--- config.mk ---
export PLATFORM = sky130hd
export DESIGN_NAME = inst_fetch
export DESIGN_NICKNAME = d
export VERILOG_FILES = /design/src/rtl/inst_fetch.sv
export SDC_FILE = /design/constraint.sdc
export NUM_CORES = 1
export LEC_CHECK = 0
export BUFFER_PORTS_ARGS = -buffer_cell sky130_fd_sc_hd__buf_4
export CORE_MARGIN = 5
export CORE_UTILIZATION = 40
export DETAILED_ROUTE_END_ITERATION = 6
export PLACE_DENSITY_LB_ADDON = 0.05
export REMOVE_ABC_BUFFERS = 1
export SLEW_MARGIN = 15
export SYNTH_ARGS = -nofsm -noshare
export SYNTH_HDL_FRONTEND = slang
export SYNTH_SLANG_ARGS = --single-unit
export TNS_END_PERCENT = 50
--- constraint.sdc ---
create_clock -name clk -period 2.2 [get_ports clk]
set_input_delay 0.44 -clock clk [delete_from_list [all_inputs] [get_ports clk]]
set_output_delay 0.44 -clock clk [all_outputs]
set_load 0.02 [all_outputs]
--- src/rtl/inst_fetch.sv ---
// PC generation and fetch control in front of the instruction cache RAM.
// Pairs each one-cycle-late cache word with its PC and hands the pair to decode over valid/ready.
module inst_fetch #(
    parameter logic [31:0] RESET_PC = 32'h0000_0000,
    parameter int          ADDR_W   = 10
) (
    input  logic              clk,
    input  logic              rst,
    input  logic              jump_en,
    input  logic [31:0]       jump_addr,
    output logic [ADDR_W-1:0] ic_addr,
    input  logic [31:0]       ic_inst,
    output logic              out_valid,
    input  logic              out_ready,
    output logic [31:0]       out_pc,
    output logic [31:0]       out_inst
);

    localparam logic [31:0] RESET_PC_ALIGNED = {RESET_PC[31:2], 2'b00};

    logic [31:0] pc_reg;
    logic        v_reg;
    logic        fire;
    logic [31:0] req_pc;
    logic        unused_bits;

    // A jump squashes whatever is on the cache output this cycle; reset hides it too.
    assign out_valid = v_reg & ~jump_en & ~rst;
    assign fire      = out_valid & out_ready;
    assign out_pc    = pc_reg;
    assign out_inst  = ic_inst;

    // Holding req_pc at pc_reg during a stall makes the cache re-read the same word,
    // so out_inst stays stable without a local copy of the instruction.
    always_comb begin
        req_pc = pc_reg;
        if (jump_en) begin
            req_pc = {jump_addr[31:2], 2'b00};
        end else if (fire) begin
            req_pc = pc_reg + 32'd4;
        end
    end

    assign ic_addr     = req_pc[ADDR_W+1:2];
    assign unused_bits = &{1'b0, jump_addr[1:0]};

    always_ff @(posedge clk) begin
        if (rst) begin
            pc_reg <= RESET_PC_ALIGNED;
            v_reg  <= 1'b0;
        end else begin
            pc_reg <= req_pc;
            v_reg  <= 1'b1;
        end
    end

endmodule

Word level (Yosys, flattened, before mapping)
Cells that the tools add are included.
{"block": "word_totals", "register_bits": 33}
{"block": "op_classes", "n_reduce_logical": 2, "add_sub_neg": 1, "bitwise_logic": 5, "mux": 3}
{"cell": "32-bit two-way mux", "count": 2}
{"cell": "32-bit by 3-bit adder with 32-bit output, second input constant", "count": 1}
{"cell": "1-bit bitwise AND", "count": 3}
{"cell": "1-bit inverter", "count": 2}
{"cell": "2-bit nonzero test", "count": 1}
{"cell": "2-bit OR reduction", "count": 1}
{"cell": "1-bit two-way mux", "count": 1}

Depth between registers and ports, before layout
{"block": "logic_depth", "ltp_word": 6, "mapped_depth": 7, "mapped_depth_nobuf": 6}

Worst setup path after synthesis
No wires, ideal clock.
{"block": "synth_path", "kind": "reg-to-output", "start": "reg pc_reg[2] (netlist: out_pc[2])", "end": "out ic_addr[8]", "slack_ns": 0.152, "path_stages_with_launch": 8, "required_time_ns": 1.760, "t_arrival_ns": 1.608, "path_cell_list": "dfxtp_1 -> ha_1 -> and2_1 -> clkbuf_1 -> nand4_1 -> xor2_1 -> o21ai_0 -> buf_4"}
{"block": "synth_via", "elab_chain_len": 3}
{"item": "start: declaration", "line": "21", "source": "logic [31:0] pc_reg;"}
{"item": "start signal: assignment", "line": "52", "source": "pc_reg <= req_pc;"}
{"item": "32-bit by 3-bit adder with 32-bit output", "line": "40", "source": "req_pc = pc_reg + 32'd4;"}
{"item": "32-bit two-way mux", "line": "39", "source": "end else if (fire) begin"}
{"item": "32-bit two-way mux", "line": "37", "source": "if (jump_en) begin"}
{"item": "end: declaration", "line": "11", "source": "output logic [ADDR_W-1:0] ic_addr,"}
No other way between the ends. The select of a mux whose other input is x is not followed.

Final worst setup path
Same ends and word-level chain as after synthesis.

==> flow_metrics.py <==
metrics = {
    "cts": {
        "cts_buffers": 5,
        "cts_tree": "done",
        "clk_pin_slew_ns": 0.07,
        "cts-htree-levels": 2,
        "clockRootBuffer": "clkbuf_8",
        "postCtsHoldBufs": 0,
        "clock_latency_ns": 0.29,
        "clock_sinks": 31,
        "cts.path.max_buffers": 2,
    },
    "flow_run": {
        "max_cap_viol_count": 0,
    },
    "logic_synthesis": {
        "synth_top_area_cell": "dfxtp_1",
        "synth_most_common_cell": "buf_4",
        "syn_area_um2": 2090,
        "yosys_warnings": 0,
        "ys_seq_area_share_pct": 29.7,
        "yosys-top-cells-count": "44 x buf_4, 31 x dfxtp_1, 26 x nand2_1, 18 x nor2_1, 17 x xnor2_1",
        "async_flop_share_pct": 0,
        "synth_seq_cells": 31,
        "yosys-top-cells-area": "dfxtp_1 30%, buf_4 16%, xnor2_1 7.1%",
        "synth-edff-count": 0,
        "synth.distinct_cells": 38,
        "synth_top_area_share_pct": 29.7,
        "syn_inst": 269,
        "yosys_most_used_dff": "dfxtp_1",
        "syn_avg_cell_area_um2": 7.77,
    },
    "floorplanning": {
        "die_area_um2": 6770,
        "io-pin-count": 143,
        "std_cell_rows": 26,
        "initial_utilization_pct": 41.2,
        "die_y_um": 82.3,
        "die_w_um": 82.3,
        "core_area_um2": 5070,
    },
    "power": {
        "clkPwrFrac_pct": 34.4,
        "ir_worst_vdd_mv": 0.264,
        "power.total_uw": 1460,
        "p_sw_uw": 425,
        "power_frac_comb_pct": 21.3,
        "power_density_nw_per_um2": 561,
        "switching_share_pct": 29.1,
        "p_int_uw": 1040,
        "power_leakage_uw": 0.00105,
        "power_frac_seq_pct": 44.3,
    },
    "worst_setup_path": {
        "endpoint_kind": "primary output",
        "arrival_ns": 1.65,
        "critPathKind": "reg -> out",
        "worstPathRequired_ns": 1.76,
        "startpoint_type": "register",
        "path_max_fanout": 4,
    },
    "final_layout": {
        "fin_area_um2": 2610,
        "antenna_cells": 0,
        "area_growth_pct": 24.9,
        "drive_above_1_share_pct": 38.4,
        "regArea_um2": 632,
        "nFillCells": 547,
        "largest_register_ffs": 30,
        "fin_nets": 378,
        "multi_input_area_um2": 1100,
    },
    "place": {
        "hpwl_um": 4950,
        "port_buffers": 74,
        "placed_cell_area_um2": 2450,
        "place_congestion": 0.776,
    },
    "routing": {
        "drtIter0Drc": 93,
        "vias_per_cell": 5.17,
        "ant_nets": 0,
        "wl_per_cell_um": 16.8,
        "drt-pass1-iter-count": 4,
        "vias": 1966,
        "wirelength_um": 6380,
        "drcViolationCount": 0,
    },
    "global_route": {
        "grt_max_degree": 31,
        "grt_pass1_wl_um": 9580,
        "grt_pass1_vias": 1902,
        "grt_usage_pct": 19.2,
        "grt.overflow.total": 0,
        "antenna_found_initial": 0,
    },
    "timing": {
        "slew_violations": 0,
        "hold_viol": 0,
        "clock_skew_ns": 0.00474,
        "post-route-min-period_ns": 2.09,
        "finalSetupViolations": 0,
        "whs_ns": 0.408,
        "timing.final.crit_share_pct": 95.1,
        "max_freq_mhz": 478,
    },
    "worst_hold_path": {
        "min_path_type": "in -> reg",
    },
    "status": {
        "status": "completed",
    },
}
stage by stage:
step	util, %	setup slack [ns]	instances	setup TNS [ns]
floorplan	-	0.0582	212	0
CTS	50.4	-0.0389	378	-0.0524
global route	51.4	-0.00282	380	-0.00282
detailed placement	48.3	-0.00820	370	-0.00820
global placement	48.3	0.00957	370	0
finish	51.4	0.108	380	0
power groups by stage:
stage | registers (µW) | clock network [µW] | logic (µW)
after floorplan | 690 | 0 | 106
after global placement | 657 | 0 | 310
after CTS | 645 | 511 | 313
after global routing | 656 | 538 | 339
final | 649 | 503 | 311
after detailed placement | 657 | 0 | 311
cell usage in the layout (no fill, tap or decap), types with 3 or more instances in the layout:
master | netlist | final
buf_4 | 44 | 90
nand2_1 | 26 | 26
dfxtp_1 | 31 | 22
nor2_1 | 18 | 18
xnor2_1 | 17 | 17
o21ai_0 | 16 | 13
nand3_1 | 12 | 10
and2_1 | 10 | 10
dfxtp_2 | 0 | 9
a211oi_1 | 8 | 8
a21oi_1 | 8 | 8
xor2_1 | 7 | 7
nand4_1 | 7 | 7
and3_1 | 7 | 7
clkbuf_8 | 0 | 7
nor3_1 | 9 | 6
nor3_2 | 2 | 5
nor4_1 | 6 | 5
o21ai_1 | 0 | 3
o22ai_1 | 3 | 3
cell type report:
type                       instances  share of cell area [%]
inverter                           3                   0.432
clock buffer                       8                    3.84
timing repair buffer              90                    25.9
multi-input combinational        178                    42.3
sequential                        31                    24.2
tap                               70                    3.36
layer usage:
layer / GRT usage (%) / vias to the layer above / wire length, µm
met1: 24.1 / 893 / 2970
met4: 5.98 / 2 / 71
met2: 26.6 / 95 / 2530
met5: 4.17 / - / 30
met3: 11.9 / 9 / 774
li1: - / 967 / -
worst paths after layout:
kind	startpoint	endpoint	slack [ns]	cells after the start
worst max-delay path	out_pc[2]	ic_addr[8]	0.11	6
worst min register to register	out_pc[15]	out_pc[15]	0.55	2
worst min-delay path	jump_addr[13]	out_pc[13]	0.41	3
worst max register to register	out_pc[4]	out_pc[15]	0.31	4
worst max-delay path, cell delays in order (launching register included):
cell,delay (ns)
dfxtp_2,0.37
ha_1,0.19
and2_1,0.19
nand4_1,0.15
xor2_1,0.17
o21ai_1,0.14
buf_4,0.16
kinds of logic (layout without fill, tap and decap cells):
logic type / count (synthesis) / in the layout / share of synthesized area, %
buf+inv: 61 / 101 / 19.2
mux: 2 / 2 / 0.958
simple gates: 109 / 109 / 27.8
fa+ha+maj: 1 / 1 / 0.599
compound gates: 40 / 40 / 11.4
other cells: 1 / 2 / 0.179
xor+xnor: 24 / 24 / 10.1
flops: 31 / 31 / 29.7
what timing repair did:
item,in CTS,in global routing
setup buffers,0,2
pin swaps,0,2
hold endpoints to repair,0,0
resized for setup,2,16
setup endpoints to repair,2,7
No activity file was read; power rests on OpenSTA's default activity.
